==> config.mk <==
export PLATFORM = sky130hd
export DESIGN_NAME = vga_map_scanner
export DESIGN_NICKNAME = d
export VERILOG_FILES = /design/src/rtl/vga_pkg.sv /design/src/rtl/vga_timing_gen.sv /design/src/rtl/vga_map_scanner.sv
export SDC_FILE = /design/constraint.sdc
export NUM_CORES = 1
export LEC_CHECK = 0
export ABC_AREA = 1
export BUFFER_PORTS_ARGS = -buffer_cell sky130_fd_sc_hd__buf_2
export CORE_ASPECT_RATIO = 1.25
export CORE_MARGIN = 2
export CORE_UTILIZATION = 60
export DETAILED_ROUTE_END_ITERATION = 7
export GPL_TIMING_DRIVEN = 0
export PLACE_DENSITY = 0.8
export SETUP_SLACK_MARGIN = 0.4
export SYNTH_ARGS = -nofsm -noshare
export SYNTH_HDL_FRONTEND = slang
export SYNTH_SLANG_ARGS = --single-unit
==> constraint.sdc <==
create_clock -name clk -period 2.7 [get_ports clk]
set_input_delay 0.135 -clock clk [delete_from_list [all_inputs] [get_ports clk]]
set_output_delay 0.135 -clock clk [all_outputs]
set_load 0.005 [all_outputs]
==> src/rtl/vga_pkg.sv <==
// Shared VGA timing constants, counter/coordinate widths and renderer colours.
package vga_pkg;

    // 640x480@60 timing
    localparam int unsigned VGA_H_DISPLAY = 640;
    localparam int unsigned VGA_H_FRONT   = 16;
    localparam int unsigned VGA_H_SYNC    = 96;
    localparam int unsigned VGA_H_BACK    = 48;
    localparam int unsigned VGA_V_DISPLAY = 480;
    localparam int unsigned VGA_V_FRONT   = 10;
    localparam int unsigned VGA_V_SYNC    = 2;
    localparam int unsigned VGA_V_BACK    = 33;
    localparam int unsigned VGA_CLK_DIV   = 4;

    localparam int unsigned VGA_H_TOTAL = VGA_H_DISPLAY + VGA_H_FRONT + VGA_H_SYNC + VGA_H_BACK;
    localparam int unsigned VGA_V_TOTAL = VGA_V_DISPLAY + VGA_V_FRONT + VGA_V_SYNC + VGA_V_BACK;

    // Sync pulse windows, start inclusive / end exclusive
    localparam int unsigned VGA_HS_START = VGA_H_DISPLAY + VGA_H_FRONT;
    localparam int unsigned VGA_HS_END   = VGA_HS_START + VGA_H_SYNC;
    localparam int unsigned VGA_VS_START = VGA_V_DISPLAY + VGA_V_FRONT;
    localparam int unsigned VGA_VS_END   = VGA_VS_START + VGA_V_SYNC;

    // Map window placement
    localparam int unsigned VGA_VIEW_X0     = 270;
    localparam int unsigned VGA_VIEW_Y0     = 190;
    localparam int unsigned VGA_MAP_WIDTH_X = 100;
    localparam int unsigned VGA_MAP_WIDTH_Y = 100;

    // Raster counters are wide enough for totals up to 4096
    localparam int unsigned CNT_W   = 12;
    localparam int unsigned COORD_W = 10;

    // 12-bit RGB (4:4:4) colours for the renderers
    typedef logic [11:0] rgb_t;
    localparam rgb_t RGB_BLACK = 12'h000;
    localparam rgb_t RGB_WHITE = 12'hFFF;
    localparam rgb_t RGB_RED   = 12'hF00;
    localparam rgb_t RGB_GREEN = 12'h0F0;
    localparam rgb_t RGB_BLUE  = 12'h00F;
    localparam rgb_t RGB_GREY  = 12'h888;

    // Camera offset in map units
    typedef struct packed {
        logic [COORD_W-1:0] x;
        logic [COORD_W-1:0] y;
    } cam_t;

endpackage

==> src/rtl/vga_timing_gen.sv <==
// Pixel-rate divider, h/v raster counters and registered sync/blank decode.
module vga_timing_gen
    import vga_pkg::*;
#(
    parameter int unsigned H_DISPLAY = VGA_H_DISPLAY,
    parameter int unsigned H_FRONT   = VGA_H_FRONT,
    parameter int unsigned H_SYNC    = VGA_H_SYNC,
    parameter int unsigned H_BACK    = VGA_H_BACK,
    parameter int unsigned V_DISPLAY = VGA_V_DISPLAY,
    parameter int unsigned V_FRONT   = VGA_V_FRONT,
    parameter int unsigned V_SYNC    = VGA_V_SYNC,
    parameter int unsigned V_BACK    = VGA_V_BACK,
    parameter int unsigned CLK_DIV   = VGA_CLK_DIV
) (
    input  logic             clk,
    input  logic             rst_n,
    output logic             pixel_tick,
    output logic             hsync,
    output logic             vsync,
    output logic             video_on,
    output logic             frame_start,
    output logic [CNT_W-1:0] h_cnt,
    output logic [CNT_W-1:0] v_cnt
);

    localparam int unsigned H_TOTAL  = H_DISPLAY + H_FRONT + H_SYNC + H_BACK;
    localparam int unsigned V_TOTAL  = V_DISPLAY + V_FRONT + V_SYNC + V_BACK;
    localparam int unsigned HS_START = H_DISPLAY + H_FRONT;
    localparam int unsigned HS_END   = HS_START + H_SYNC;
    localparam int unsigned VS_START = V_DISPLAY + V_FRONT;
    localparam int unsigned VS_END   = VS_START + V_SYNC;
    localparam int unsigned DIV_W    = (CLK_DIV > 1) ? $clog2(CLK_DIV) : 1;

    localparam logic [DIV_W-1:0] DIV_LAST = DIV_W'(CLK_DIV - 1);
    localparam logic [CNT_W-1:0] H_LAST   = CNT_W'(H_TOTAL - 1);
    localparam logic [CNT_W-1:0] V_LAST   = CNT_W'(V_TOTAL - 1);

    logic [DIV_W-1:0] div_cnt_q, div_cnt_d;
    logic [CNT_W-1:0] h_cnt_q, h_cnt_d;
    logic [CNT_W-1:0] v_cnt_q, v_cnt_d;
    logic             pixel_tick_q, pixel_tick_d;
    logic             hsync_q, hsync_d;
    logic             vsync_q, vsync_d;
    logic             video_on_q, video_on_d;
    logic             frame_start_q, frame_start_d;
    logic             tick_c;

    // Divider and raster counters; pixel_tick is registered so it lines up with div_cnt
    always_comb begin
        div_cnt_d    = div_cnt_q;
        h_cnt_d      = h_cnt_q;
        v_cnt_d      = v_cnt_q;
        tick_c       = (div_cnt_q == DIV_LAST);
        div_cnt_d    = tick_c ? '0 : div_cnt_q + DIV_W'(1);
        if (tick_c) begin
            if (h_cnt_q == H_LAST) begin
                h_cnt_d = '0;
                v_cnt_d = (v_cnt_q == V_LAST) ? '0 : v_cnt_q + CNT_W'(1);
            end else begin
                h_cnt_d = h_cnt_q + CNT_W'(1);
            end
        end
        pixel_tick_d = (div_cnt_d == DIV_LAST);
    end

    // Decode of the current counters; registered, so it trails them by one clk
    always_comb begin
        video_on_d    = (h_cnt_q < CNT_W'(H_DISPLAY)) && (v_cnt_q < CNT_W'(V_DISPLAY));
        hsync_d       = !((h_cnt_q >= CNT_W'(HS_START)) && (h_cnt_q < CNT_W'(HS_END)));
        vsync_d       = !((v_cnt_q >= CNT_W'(VS_START)) && (v_cnt_q < CNT_W'(VS_END)));
        frame_start_d = (h_cnt_q == '0) && (v_cnt_q == '0) && (div_cnt_q == '0);
    end

    // State and output registers
    always_ff @(posedge clk or negedge rst_n) begin
        if (!rst_n) begin
            div_cnt_q     <= '0;
            h_cnt_q       <= '0;
            v_cnt_q       <= '0;
            pixel_tick_q  <= 1'b0;
            hsync_q       <= 1'b1;
            vsync_q       <= 1'b1;
            video_on_q    <= 1'b0;
            frame_start_q <= 1'b0;
        end else begin
            div_cnt_q     <= div_cnt_d;
            h_cnt_q       <= h_cnt_d;
            v_cnt_q       <= v_cnt_d;
            pixel_tick_q  <= pixel_tick_d;
            hsync_q       <= hsync_d;
            vsync_q       <= vsync_d;
            video_on_q    <= video_on_d;
            frame_start_q <= frame_start_d;
        end
    end

    assign pixel_tick  = pixel_tick_q;
    assign hsync       = hsync_q;
    assign vsync       = vsync_q;
    assign video_on    = video_on_q;
    assign frame_start = frame_start_q;
    assign h_cnt       = h_cnt_q;
    assign v_cnt       = v_cnt_q;

endmodule

==> src/rtl/vga_map_scanner.sv <==
// VGA raster front end: timing plus screen-to-map translation with a frame-synchronous camera.
module vga_map_scanner
    import vga_pkg::*;
#(
    parameter int unsigned H_DISPLAY   = VGA_H_DISPLAY,
    parameter int unsigned H_FRONT     = VGA_H_FRONT,
    parameter int unsigned H_SYNC      = VGA_H_SYNC,
    parameter int unsigned H_BACK      = VGA_H_BACK,
    parameter int unsigned V_DISPLAY   = VGA_V_DISPLAY,
    parameter int unsigned V_FRONT     = VGA_V_FRONT,
    parameter int unsigned V_SYNC      = VGA_V_SYNC,
    parameter int unsigned V_BACK      = VGA_V_BACK,
    parameter int unsigned CLK_DIV     = VGA_CLK_DIV,
    parameter int unsigned VIEW_X0     = VGA_VIEW_X0,
    parameter int unsigned VIEW_Y0     = VGA_VIEW_Y0,
    parameter int unsigned MAP_WIDTH_X = VGA_MAP_WIDTH_X,
    parameter int unsigned MAP_WIDTH_Y = VGA_MAP_WIDTH_Y
) (
    input  logic               clk,
    input  logic               rst_n,
    input  logic [COORD_W-1:0] cam_x,
    input  logic [COORD_W-1:0] cam_y,
    input  logic               cam_valid,
    output logic               pixel_tick,
    output logic               hsync,
    output logic               vsync,
    output logic               video_on,
    output logic               frame_start,
    output logic [COORD_W-1:0] map_x,
    output logic [COORD_W-1:0] map_y,
    output logic               map_on
);

    localparam int unsigned H_TOTAL = H_DISPLAY + H_FRONT + H_SYNC + H_BACK;
    localparam int unsigned V_TOTAL = V_DISPLAY + V_FRONT + V_SYNC + V_BACK;
    localparam int unsigned WIN_X1  = VIEW_X0 + MAP_WIDTH_X;
    localparam int unsigned WIN_Y1  = VIEW_Y0 + MAP_WIDTH_Y;

    localparam logic [CNT_W-1:0]   H_LAST  = CNT_W'(H_TOTAL - 1);
    localparam logic [CNT_W-1:0]   V_LAST  = CNT_W'(V_TOTAL - 1);
    localparam logic [COORD_W-1:0] X0_C    = COORD_W'(VIEW_X0);
    localparam logic [COORD_W-1:0] YTOP_C  = COORD_W'(VIEW_Y0 + MAP_WIDTH_Y - 1);

    logic [CNT_W-1:0]   h_cnt;
    logic [CNT_W-1:0]   v_cnt;
    cam_t               cam_in_c;
    cam_t               cam_pend_q, cam_pend_d;
    cam_t               cam_act_q, cam_act_d;
    logic               pend_flag_q, pend_flag_d;
    logic               frame_end_c;
    logic               in_win_c;
    logic [COORD_W-1:0] map_x_q, map_x_d;
    logic [COORD_W-1:0] map_y_q, map_y_d;
    logic               map_on_q, map_on_d;

    vga_timing_gen #(
        .H_DISPLAY (H_DISPLAY),
        .H_FRONT   (H_FRONT),
        .H_SYNC    (H_SYNC),
        .H_BACK    (H_BACK),
        .V_DISPLAY (V_DISPLAY),
        .V_FRONT   (V_FRONT),
        .V_SYNC    (V_SYNC),
        .V_BACK    (V_BACK),
        .CLK_DIV   (CLK_DIV)
    ) u_timing (
        .clk         (clk),
        .rst_n       (rst_n),
        .pixel_tick  (pixel_tick),
        .hsync       (hsync),
        .vsync       (vsync),
        .video_on    (video_on),
        .frame_start (frame_start),
        .h_cnt       (h_cnt),
        .v_cnt       (v_cnt)
    );

    // Camera double buffer: strobes land in pending, active only moves at the frame boundary
    always_comb begin
        cam_pend_d  = cam_pend_q;
        cam_act_d   = cam_act_q;
        pend_flag_d = pend_flag_q;
        cam_in_c.x  = cam_x;
        cam_in_c.y  = cam_y;
        frame_end_c = pixel_tick && (h_cnt == H_LAST) && (v_cnt == V_LAST);
        if (cam_valid) begin
            cam_pend_d  = cam_in_c;
            pend_flag_d = 1'b1;
        end
        if (frame_end_c) begin
            if (cam_valid) begin
                cam_act_d = cam_in_c;
            end else if (pend_flag_q) begin
                cam_act_d = cam_pend_q;
            end
            pend_flag_d = 1'b0;
        end
    end

    // Window test and map coordinates; map rows count up from the window's bottom edge
    always_comb begin
        in_win_c = (h_cnt < CNT_W'(H_DISPLAY)) && (v_cnt < CNT_W'(V_DISPLAY)) &&
                   (h_cnt >= CNT_W'(VIEW_X0)) && (h_cnt < CNT_W'(WIN_X1)) &&
                   (v_cnt >= CNT_W'(VIEW_Y0)) && (v_cnt < CNT_W'(WIN_Y1));
        map_on_d = in_win_c;
        map_x_d  = '0;
        map_y_d  = '0;
        if (in_win_c) begin
            map_x_d = COORD_W'(h_cnt) - X0_C + cam_act_q.x;
            map_y_d = YTOP_C - COORD_W'(v_cnt) + cam_act_q.y;
        end
    end

    // Camera and map output registers
    always_ff @(posedge clk or negedge rst_n) begin
        if (!rst_n) begin
            cam_pend_q  <= '0;
            cam_act_q   <= '0;
            pend_flag_q <= 1'b0;
            map_x_q     <= '0;
            map_y_q     <= '0;
            map_on_q    <= 1'b0;
        end else begin
            cam_pend_q  <= cam_pend_d;
            cam_act_q   <= cam_act_d;
            pend_flag_q <= pend_flag_d;
            map_x_q     <= map_x_d;
            map_y_q     <= map_y_d;
            map_on_q    <= map_on_d;
        end
    end

    assign map_x  = map_x_q;
    assign map_y  = map_y_q;
    assign map_on = map_on_q;

endmodule

# Yosys cells after proc, flatten, opt, wreduce, memory -nomap -nowiden
# Index checks and enable logic that the tools add are counted.
op_classes:
  addsub: 7
  order_cmp: 10
  n_eq_ne: 4
  n_mux: 9
  reduce_logical: 20
op_table:
  columns: ["op", "count"]
  rows:
  - ["$lt 12x9->1 const B", 4]
  - ["$mux 20", 2]
  - ["$add 12x1->12 const B", 2]
  - ["$eq 12x10->1 const B", 2]
  - ["$ge 12x9->1 const B", 2]
  - ["$logic_not 12->1", 2]
  - ["$lt 12x10->1 const B", 2]
  - ["$mux 12", 2]
  - ["$add 10x10->10", 2]
  - ["$mux 10", 2]
  - ["$ge 12x10->1 const B", 1]
  - ["$ge 12x8->1 const B", 1]
  - ["$logic_and 1x1->1", 11]
  - ["$sub 10x9->10 const B", 1]
  - ["$sub 9x10->10 const A", 1]
  - ["$eq 2x2->1 const B", 2]
  - ["$reduce_and 2->1", 2]
  - ["$reduce_bool 2->1", 2]
  - ["$add 2x1->2 const B", 1]
  - ["$logic_not 1->1", 2]
  - ["$logic_not 2->1", 1]
  - ["$mux 1", 2]
  - ["$mux 2", 1]
totals:
  ff_bits: 93
  inputBits: 23
  out_inout_bits: 26
  elab_cells: 66

# Longest topological paths before layout
depth:
  ltp_word: 7
  mapped_depth: 14
  mapped_depth_nobuf: 14

# Cells and area by module
# Synthesis repeated with hierarchy kept, for this count alone.
unflattened:
  cells_unflattened: 687
  hier_area_um2: 5490.3
modules_own_cells:
  columns: ["mod", "n_inst", "cells_each", "area_per_inst_um2", "seq_area_each_um2"]
  rows:
  - ["vga_map_scanner", 1, 469, 3726.1, 1551.5]
  - ["vga_timing_gen", 1, 218, 1764.2, 778.2]

# Least setup slack after synthesis
# OpenSTA, ideal clock, no wires.
synth_timing:
  kind: "flip-flop to flip-flop"
  startpoint: "reg u_timing.v_cnt_q[1], in the netlist u_timing.v_cnt[1]"
  endpoint: "reg map_y_q[7], in the netlist map_y[7]"
  setup_ps: 124
  arrival_ps: 1869
  required_time_ps: 2576
  path_slack_ps: 706
  path_stages_with_launch: 12
  path_buffers: 0
  synth_period_minus_slack_ps: 1994
  path_cell_list: "dfrtp_1 -> ha_1 -> inv_1 -> ha_1 -> inv_1 -> fa_1 -> inv_1 -> nand3_1 -> nand2_1 -> nand2_1 -> a21boi_0 -> nor3_2"
synth_via:
  elab_chain_cells: 7
  word_cells_on_any_way: 11
  cone_classes: "add/sub: 2; order compare: 3; mux: 1; reduce/logical: 5"
synth_rtl:
  columns: ["element", "line", "rtl"]
  rows:
  - ["start, declared", "vga_timing_gen.sv:40", "logic [CNT_W-1:0] v_cnt_q, v_cnt_d;"]
  - ["start signal, assigned", "vga_timing_gen.sv:88", "v_cnt_q <= v_cnt_d;"]
  - ["branches (longest 6 deep; another with $sub 9x10->10)", null, null]
  - ["$mux 10 *", "vga_map_scanner.sv:108", "if (in_win_c) begin"]
  - ["named net map_y_d[7]", "vga_map_scanner.sv:53", "logic [COORD_W-1:0] map_y_q, map_y_d;"]
  - ["end signal, assigned", "vga_map_scanner.sv:128", "map_y_q <= map_y_d;"]
  - ["end, declared", "vga_map_scanner.sv:53", null]
# Mark *: on every way through the listed nets, which the timed path passes.
# A chain may end at the register's enable or synchronous reset.

# Worst setup path in the final report
layout_timing:
  startpoint: "reg u_timing.v_cnt_q[7], in the netlist u_timing.v_cnt[7]"
  endpoint: "reg map_y_q[9], in the netlist map_y[9]"
# The elaborated chain is that of the path after synthesis.

==> reports/metrics.yaml <==
critical_path:
  crit_path_start_kind: "register"
  crit_chain: "inv_1 > ha_1 > ha_1 > nand2_1 > inv_1 > a21oi_1 > nand2_1 > and2_1 > nor3_2"
  worstPathMaxFanout: 6
  cp.arrival_ps: 2450
  max_stage_delay_ps: 500
  r2r_setup_slack_ps: 530
  crit_slowest_cell: "dfrtp_1"
  crit_type: "register to register"
  critPathCaptureType: "register"
  rr_startpoint: "u_timing.v_cnt[7]$_DFFE_PN0P_"
  r2r-end: "map_y[9]$_DFF_PN0_"
  worstPathRequired_ps: 2980
  rr_worst_depth: 9
  crit_path_start: "u_timing.v_cnt[7]$_DFFE_PN0P_"
detailed_routing:
  vias_per_cell: 5.17
  first_iter_violations: 229
  wl_per_cell_um: 13.3
  wl_um: 11800
  first_pass_iters: 5
  vias: 4564
  remaining_drc_errors: 0
  ant_nets: 0
logic_synthesis:
  ys_seq_elements: 93
  synthMuxAreaShare_pct: 0
  ys_types: 37
  ys_seq_area_share_pct: 42.7
  synth_area_sq_um: 5450
  syn_nets: 755
  yosys.area.top_type_share_pct: 41.8
  async_flop_share_pct: 100
  synth-edff-count: 0
  synth_top_family_by_area: "simple AND/OR/NAND/NOR gates"
  synth_area_leaders: "dfrtp_1 42%, nand2_1 15%, ha_1 9.9%"
  synth_top_flop_cell: "dfrtp_1"
  yosys.area_share.simple_pct: 31.3
  yosys.area.top_type: "dfrtp_1"
  yosysMostFrequentCell: "nand2_1"
  synth_warnings: 0
  synth_fa_ha_area_share_pct: 10.6
  synth-xor-area-share_pct: 2.73
  ys_top_cells_by_count: "220 x nand2_1, 99 x inv_1, 91 x dfrtp_1"
  syn-instance-count: 687
  avgSynthCellArea_sq_um: 7.93
  synth_compound_area_share_pct: 2.66
floorplan:
  rows: 38
  die_h_um: 111
  ioPinCount: 49
  coreArea_sq_um: 8750
  die_area_sq_um: 9870
  initial_utilization_pct: 62.3
  die_x_um: 89.2
place:
  gp_congestion: 0.925
  dp_hpwl_um: 9250
  portBuffers: 48
  dp.cells: 856
clocking:
  cts_buffer_depth: 2
  cts_tree: "yes"
  worstSkewPairLatency_ps: 360
  clk_pin_slew_worst_paths_ps: 80
  cts_root_buf: "clkbuf_8"
  numCtsBuffers: 9
  htree_num_levels: 3
  cts.sinks: 93
finish:
  instances_no_fill: 882
  nNetsFinal: 828
  syn2layout_area_growth_pct: 13.0
  drive_above_1_share_pct: 16.4
  multi_input_area_sq_um: 2590
  regArea_sq_um: 2330
  num_antenna_cells: 0
  fillCellCount: 746
global_route:
  grt_pass1_vias: 4461
  grtUsageTotal_pct: 25.6
  grt_pass1_wl_um: 20100
  grt.overflow.total: 0
  grt_max_degree: 55
  grt_antenna_before_repair: 0
run:
  maxCapViolCount: 0
sta:
  period_share_pct: 80.4
  timing.fmax_mhz: 461
  hold_violations: 0
  grt_setup_unrepaired: "no"
  worstMarginPinSlew_ps: 519
  finalClockSkew_ps: 11.5
  setup-tns-final_ps: 0
  period_minus_slack_ps: 2170
  finalMaxSlewViolations: 0
  holdWs_ps: 4.64
  max-slew-margin-rel_pct: 65.4
  setup_viol: 0
power_and_ir_drop:
  power_frac_comb_pct: 4.1
  p_leak_nw: 3.40
  clock_power_share_pct: 36.2
  ir_drop_mv: 0.423
  p_int_w: 0.00187
  p_per_area_nw_per_um2: 387
  seqPwrFrac_pct: 59.8
  p_sw_share_pct: 21.7
  switchingPower_w: 0.000518
worst_hold_path:
  hold_depth: 3
  hp-class: "input pin to register"
  min_from: "cam_y[2]"
  min_to: "cam_pend_q[2]$_DFFE_PN0P_"
status:
  status: "completed"
-- worst max-delay path, delay by kind of cell, from the launching register on --
kind	cells	cell delay (ps)
buffers and inverters	2	220
AO/OA/AOI/OAI	1	130
flip-flops	1	500
AND/OR/NAND/NOR	4	520
adder cells (fa/ha/maj)	2	700
-- flip-flops by register name, indices dropped and copies added, names as in the netlist --
signal and count:
map_on 1, u_timing.pixel_tick 1, map_y 10, u_timing.vsync 1, u_timing.video_on 1, u_timing.h_cnt 12, cam_act_q 20, pend_flag_q 1
u_timing.frame_start 1, u_timing.div_cnt_q 2, u_timing.hsync 1, map_x 10, u_timing.v_cnt 12, cam_pend_q 20
-- kinds of logic after synthesis --
group,count (synthesis)
buf+inv,129
fa+ha+maj,45
flops,93
simple gates,377
compound gates,26
xor+xnor,17
-- through the flow --
stage          util, %  cell area [sq um]  total power (W)  setup WS (ps)
2_1_floorplan        -               5450          0.00149            706
3_3_place_gp      66.8               5840          0.00154            510
3_5_place_dp      67.1               5870          0.00155            401
4_1_cts           69.5               6080          0.00240            403
5_1_grt           70.4               6160          0.00248            407
6_report          70.4               6160          0.00238            530
-- layout by cell type, fill, tap and decap left out, types with 9 or more instances in the layout --
cell type	n
nand2_1	219
inv_1	96
dfrtp_1	90
nor2_1	57
buf_2	52
ha_1	42
nand3_1	30
nand4_1	30
inv_2	12
buf_4	12
nor3_2	10
xor2_1	10
clkbuf_8	9
-- how the worst max path moves through the flow --
| stage | to | cells past startpoint |
|---|---|---|
| final | map_y[9]$_DFF_PN0_ | 9 |
| after global routing | map_y[9]$_DFF_PN0_ | 13 |
| after CTS | map_y[7]$_DFF_PN0_ | 11 |
| after detailed placement | map_x[9]$_DFF_PN0_ | 13 |
| after global placement | map_y[7]$_DFF_PN0_ | 11 |
| after floorplan | map_y[7]$_DFF_PN0_ | 11 |
-- metal layers --
metal	vias to the layer above	share of wire (%)	wire (um)	GRT usage, %
met3	19	4.5	527	4.71
met4	0	1.8	209	7.66
met2	124	53	6190	43.4
met1	2133	41	4850	32.8
li1	2288	-	-	-
met5	-	0	0	0
-- area by class of cell --
| class | count | area share (%) |
|---|---|---|
| clock inverters | 2 | 0.610 |
| inverters | 110 | 6.72 |
| well taps | 120 | 2.44 |
| repair buffers | 62 | 6.18 |
| clock buffers | 11 | 2.13 |
| multi-input cells | 465 | 42.0 |
| plain buffers | 19 | 2.05 |
| flip-flops and latches | 93 | 37.9 |
-- power by group through the flow --
stage / Sequential (W) / Combinational (W) / Clock, W
floorplan: 0.00145 / 0.0000357 / 0
global placement: 0.00145 / 0.0000859 / 0
detailed placement: 0.00145 / 0.0000942 / 0
CTS: 0.00142 / 0.0000985 / 0.000879
global route: 0.00143 / 0.000116 / 0.000940
finish: 0.00142 / 0.0000968 / 0.000862
-- repair_timing --
action / 4_1_cts / 5_1_grt
buffers inserted: 0 / 8
hold buffers: 4 / 1
resized for setup: 1 / 7
setup endpoints to repair: 1 / 5
pin swaps: 0 / 1
endpoints found under the hold margin: 40 / 1
No activity file was read; power rests on OpenSTA's default activity.
